**src/rtl/transformation_scheduler_pkg.sv**
```systemverilog
// Shared types for the GCN transformation block:
// scheduler state encoding and default tile sizes.
package gcn_pkg;

  localparam int FEATURE_ROWS_DEF   = 6;
  localparam int WEIGHT_COLS_DEF    = 3;
  localparam int DOT_PROD_WIDTH_DEF = 16;

  typedef enum logic [2:0] {
    IDLE      = 3'd0,
    FETCH_ROW = 3'd1,
    FETCH_COL = 3'd2,
    MULT      = 3'd3,
    WRITE     = 3'd4,
    DONE      = 3'd5
  } sched_state_t;

  function automatic int addr_w(input int n);
    return (n > 1) ? $clog2(n) : 1;
  endfunction

endpackage

```
**src/rtl/transformation_scheduler_tile_index_counter.sv**
```systemverilog
// Nested row/column index counter for the
// feature x weight tile walk.
module tile_index_counter
  import gcn_pkg::*;
#(
  parameter int ROWS = FEATURE_ROWS_DEF,
  parameter int COLS = WEIGHT_COLS_DEF,
  parameter int RW   = addr_w(ROWS),
  parameter int CW   = addr_w(COLS)
) (
  input  logic          clk,
  input  logic          reset,
  input  logic          clear,
  input  logic          advance,
  output logic [RW-1:0] row,
  output logic [CW-1:0] col,
  output logic          last_col,
  output logic          last_elem
);

  localparam logic [RW-1:0] ROW_LAST = RW'(ROWS - 1);
  localparam logic [CW-1:0] COL_LAST = CW'(COLS - 1);

  logic last_row;

  assign last_row  = (row == ROW_LAST);
  assign last_col  = (col == COL_LAST);
  assign last_elem = last_row & last_col;

  // column steps first, row steps when the column wraps
  always_ff @(posedge clk or negedge reset) begin
    if (!reset) begin
      row <= '0;
      col <= '0;
    end else if (clear) begin
      row <= '0;
      col <= '0;
    end else if (advance) begin
      if (last_col) begin
        col <= '0;
        row <= last_row ? '0 : row + RW'(1);
      end else begin
        col <= col + CW'(1);
      end
    end
  end

endmodule

```
**src/rtl/transformation_scheduler.sv**
```systemverilog
// Sequencer driving memories, the shared dot-product
// unit and the output feature-map write port.
module transformation_scheduler
  import gcn_pkg::*;
#(
  parameter int FEATURE_ROWS   = FEATURE_ROWS_DEF,
  parameter int WEIGHT_COLS    = WEIGHT_COLS_DEF,
  parameter int DOT_PROD_WIDTH = DOT_PROD_WIDTH_DEF,
  parameter int ROW_ADDR_WIDTH = addr_w(FEATURE_ROWS),
  parameter int COL_ADDR_WIDTH = addr_w(WEIGHT_COLS)
) (
  input  logic                      clk,
  input  logic                      reset,
  input  logic                      start,
  input  logic                      abort,
  output logic                      read_feature_enable,
  output logic [ROW_ADDR_WIDTH-1:0] read_feature_address,
  output logic                      read_weight_enable,
  output logic [COL_ADDR_WIDTH-1:0] read_weight_address,
  output logic                      mult_enable,
  input  logic [DOT_PROD_WIDTH-1:0] dot_product,
  output logic                      write_enable,
  output logic [ROW_ADDR_WIDTH-1:0] write_row_address,
  output logic [COL_ADDR_WIDTH-1:0] write_col_address,
  output logic [DOT_PROD_WIDTH-1:0] write_data,
  output logic                      busy,
  output logic                      done
);

  sched_state_t              state;
  logic [ROW_ADDR_WIDTH-1:0] row;
  logic [COL_ADDR_WIDTH-1:0] col;
  logic                      last_col;
  logic                      last_elem;
  logic                      clear;
  logic                      advance;

  assign clear   = (state == IDLE) | (state == DONE) | abort;
  assign advance = (state == WRITE) & ~last_elem;

  tile_index_counter #(
    .ROWS (FEATURE_ROWS),
    .COLS (WEIGHT_COLS),
    .RW   (ROW_ADDR_WIDTH),
    .CW   (COL_ADDR_WIDTH)
  ) u_idx (
    .clk       (clk),
    .reset     (reset),
    .clear     (clear),
    .advance   (advance),
    .row       (row),
    .col       (col),
    .last_col  (last_col),
    .last_elem (last_elem)
  );

  // abort wins over every transition once a pass is running
  always_ff @(posedge clk or negedge reset) begin
    if (!reset) begin
      state <= IDLE;
    end else if (abort && state != IDLE) begin
      state <= IDLE;
    end else begin
      unique case (state)
        IDLE:      if (start && !abort) state <= FETCH_ROW;
        FETCH_ROW: state <= FETCH_COL;
        FETCH_COL: state <= MULT;
        MULT:      state <= WRITE;
        WRITE: begin
          if (!last_col)       state <= FETCH_COL;
          else if (!last_elem) state <= FETCH_ROW;
          else                 state <= DONE;
        end
        DONE:      state <= IDLE;
        default:   state <= IDLE;
      endcase
    end
  end

  assign read_feature_enable  = (state == FETCH_ROW);
  assign read_weight_enable   = (state == FETCH_COL);
  assign mult_enable          = (state == MULT);
  assign write_enable         = (state == WRITE);
  assign done                 = (state == DONE);
  assign busy                 = (state != IDLE);

  assign read_feature_address = row;
  assign write_row_address    = row;
  assign read_weight_address  = col;
  assign write_col_address    = col;
  assign write_data = write_enable ? dot_product : '0;

endmodule

```
**config.mk**
```make
export PLATFORM = sky130hd
export DESIGN_NAME = transformation_scheduler
export DESIGN_NICKNAME = d
export VERILOG_FILES = /design/src/rtl/transformation_scheduler_pkg.sv /design/src/rtl/transformation_scheduler_tile_index_counter.sv /design/src/rtl/transformation_scheduler.sv
export SDC_FILE = /design/constraint.sdc
export NUM_CORES = 1
export LEC_CHECK = 0
export BUFFER_PORTS_ARGS = -buffer_cell sky130_fd_sc_hd__buf_2
export CORE_ASPECT_RATIO = 1.2
export CORE_MARGIN = 2
export CORE_UTILIZATION = 38
export DETAILED_ROUTE_END_ITERATION = 16
export GPL_ROUTABILITY_DRIVEN = 0
export PLACE_DENSITY_LB_ADDON = 0.25
export SKIP_CTS_REPAIR_TIMING = 1
export SLEW_MARGIN = 30
export SYNTH_ARGS = -nofsm -noshare
export SYNTH_HDL_FRONTEND = slang
export SYNTH_HIERARCHICAL = 1
export SYNTH_SLANG_ARGS = --single-unit
```
**constraint.sdc**
```tcl
create_clock -name clk -period 2.3 [get_ports clk]
set_input_delay 0.46 -clock clk [delete_from_list [all_inputs] [get_ports clk]]
set_output_delay 0.46 -clock clk [all_outputs]
set_load 0.05 [all_outputs]
```
==> flow_results.org <==
** Run status
- The run finished with clean final reports.

** Clock tree
- Clock-pin slew was measured on the worst setup and hold paths at 0.06 ns.
- Clk sink count :: 8
- Total clock buffers created by CTS :: 3
- The cell sitting at the root of the clock tree is a sky130_fd_sc_hd__clkbuf_4.
- CTS H-tree lvls :: 1
- Clock latency on the worst-skew pair, taken at its later pin, is 0.25 ns.
- The clock passes through at most 2 buffers.
- TritonCTS built the clock tree.

** Synth
- Summed over all instances, the cell type with the most area after synthesis is sky130_fd_sc_hd__dfrtp_1.
- The synthesized design contains 8 register bits.
- Most common cell in the netlist :: sky130_fd_sc_hd__and2_1
- Number of standard cells after synthesis :: 72
- Cell area after technology mapping :: 644 um2
- Fraction of the yosys area taken by sequential cells :: 31.1%
- Sorting the synthesized cells by how often they occur yields sky130_fd_sc_hd__and2_1 (16), sky130_fd_sc_hd__dfrtp_1 (8), sky130_fd_sc_hd__nor2_1 (6), sky130_fd_sc_hd__buf_4 (5).
- The Yosys step of the flow raised 6 warnings.
- Proportion of netlist area held by the largest area contributor :: 31.1%
- Top_reg_cell synth :: sky130_fd_sc_hd__dfrtp_1
- Mean post-synth cell area :: 8.95 um2
- Unique cell type count in the Yosys netlist :: 28
- Async SR Flop Fraction :: 100%
- When the netlist entered floorplanning its net count stood at 92.
- Leading post-synthesis cells by cell area :: sky130_fd_sc_hd__dfrtp_1 (31%), sky130_fd_sc_hd__and2_1 (16%), sky130_fd_sc_hd__buf_4 (5.8%)
- Number of synthesized flops with an enable pin :: 0

** Final layout
- Relative to the synthesized area, the layout overhead comes to 38.8%.
- Final-stage net count :: 140
- Final standard cell count with taps included and fillers excluded :: 136
- Layout cells sized above 1 :: 51.7%
- Counting the fill cells in the layout gives 156.
- 0 antenna diodes ended up in the layout.

** Floorplan
- 52 I/O pins were placed.
- The floorplan has 16 rows.
- In this run the horizontal extent of the chip is 41.6 um.
- Floorplan die area :: 2040 um2
- Vertical die dimension :: 49.1 um
- Starting density of the core :: 39.7%
- The floorplan step defined a core boundary enclosing 1620 um2.

** Timing
- Minimum clock period :: 2.16 ns
- Fin. Hold Viols :: 0
- Dividing the final minimum period by the clock period gives 93.8%.
- Once routing completed, OpenROAD measured the worst setup slack at 0.142 ns.
- Worst hold slack :: 0.0416 ns
- Sum of negative setup slack :: 0 ns
- Clk_skew :: 0.000647 ns
- At the pin with the least slew margin, the transition time is 0.345 ns.
- Setup repair after global routing missed its margin :: false
- Highest attainable clock frequency :: 0.463 GHz
- Measured against its own limit, the worst slew margin works out to 77.0%.
- Final setup fails :: 0
- The number of pins with negative max-slew slack in the final report was 0.

** Detailed routing
- The count of nets left with antenna violations once routing finished came out at 0.
- 1st-iter DRT viols :: 3
- WL per Instance :: 11.3 um
- Routed vias :: 655
- Detailed Route WL :: 1.54 mm
- For this run, design rule violations remaining after detail routing come to 0.
- Via density per instance :: 4.82
- The first TritonRoute pass finished after 3 iterations.

** Setup path
- Startpoint type of the worst setup path :: flip-flop
- CP required :: 1.84 ns
- By startpoint and endpoint, the worst setup path is classified as reg -> out.
- The worst register-to-register path has a depth of 4.
- Along the worst path, the maximum fanout reaches 11.
- Arrival time at the worst endpoint :: 1.70 ns
- Sort of element at the end of the critical path :: primary output

** Global routing
- Global-route wire length before repair :: 2.62 mm
- Pin count of the biggest net entering global routing :: 12
- Number of antenna violations at the first check in global routing :: 0
- Overflow left after global routing :: 0
- Global-route usage over all layers :: 16.3%
- The number of global-route vias before repair was 615.

** Placed design
- Cell count after placement :: 133
- Final HPWL from detailed placement :: 1.24 mm
- Port-buffer cells :: 51
- Post-placement setup slack :: 0.271 ns

** Power and ir drop
- Maximum resistive drop on vdd :: 0.251 mV
- The share of total power dissipated in the clock network is 29.3%.
- Internal power of the cells :: 243 uW
- Lkg Pwr :: 0.525 nW
- Switching Power :: 135 uW
- Logic pwr share :: 29.1%
- Reg power frac :: 41.6%
- In this run switching power makes up 35.7% of total power.
- Power spread over the standard cell area amounts to 423 nW/um2.

** Min path
- Classification of the worst-slack hold path :: in -> async

** Run
- The tool flagged a number of max-cap violations equal to 0.
-- final timing paths --
kind	start	to	slack (ns)
setup / recovery	state[2]$_DFFE_PN0P_	write_data[11]	0.14
hold / removal	reset	state[2]$_DFFE_PN0P_	0.04
setup reg to reg	state[2]$_DFFE_PN0P_	u_idx/row[1]$_DFFE_PN0P_	0.35
hold reg to reg	u_idx/row[2]$_DFFE_PN0P_	u_idx/row[2]$_DFFE_PN0P_	0.61
max in group asynchronous	reset	u_idx/col[1]$_DFFE_PN0P_	2.09
min in group clk	abort	state[1]$_DFFE_PN0P_	0.39
-- metrics by stage --
step	power, mW	instance area [um2]	utilization [%]
global placement	0.268	866	53.4
detailed placement	0.270	866	53.4
floorplan	0.239	644	-
finish	0.378	895	55.2
CTS	0.380	888	54.8
global route	0.398	895	55.2
-- state kept, by name, summed over array words and instances (netlist names) --
name / cells
u_idx/row: 3
u_idx/col: 2
state: 3
-- cell type report --
class	count	area (um2)	share of cell area (%)
clock buffer	3	22.5	2.52
sequential	8	200	22.4
multi-input combinational	55	387	43.2
tap	18	22.5	2.52
timing repair buffer	52	263	29.4
-- critical path, cell delays in order (launching register included) --
cell,delay [ns]
sky130_fd_sc_hd__dfrtp_1,0.47
sky130_fd_sc_hd__nor3b_4,0.38
sky130_fd_sc_hd__buf_4,0.21
sky130_fd_sc_hd__and2_1,0.12
sky130_fd_sc_hd__buf_2,0.25
-- power by group through the flow --
stage / logic, mW / clock network (mW) / registers, mW
final: 0.110 / 0.111 / 0.158
after global routing: 0.119 / 0.119 / 0.159
after CTS: 0.111 / 0.112 / 0.156
after global placement: 0.110 / 0 / 0.158
after floorplan: 0.0857 / 0 / 0.153
after detailed placement: 0.111 / 0 / 0.159
-- metal layers --
layer	wire length [um]	share of wire [%]	global-route usage (%)
met3	70	4.5	2.22
met2	849	55	27.9
met5	0	0	0
met1	611	40	18.9
met4	10	0.65	9.68
-- cells by family after synthesis --
logic type / share of synthesized area (%)
flops: 31.1
mux: 5.63
simple gates: 49.3
buf+inv: 9.90
compound gates: 4.08
-- layout by cell type, fill, tap and decap left out, types with 3 or more instances in the layout --
| master | n |
|---|---|
| sky130_fd_sc_hd__buf_2 | 51 |
| sky130_fd_sc_hd__nor2b_1 | 3 |
| sky130_fd_sc_hd__dfrtp_1 | 8 |
| sky130_fd_sc_hd__and2_1 | 16 |
| sky130_fd_sc_hd__a21oi_1 | 3 |
| sky130_fd_sc_hd__clkbuf_4 | 3 |
| sky130_fd_sc_hd__nand3b_1 | 3 |
| sky130_fd_sc_hd__nor2_1 | 6 |
(Power assumes the default switching activity.)
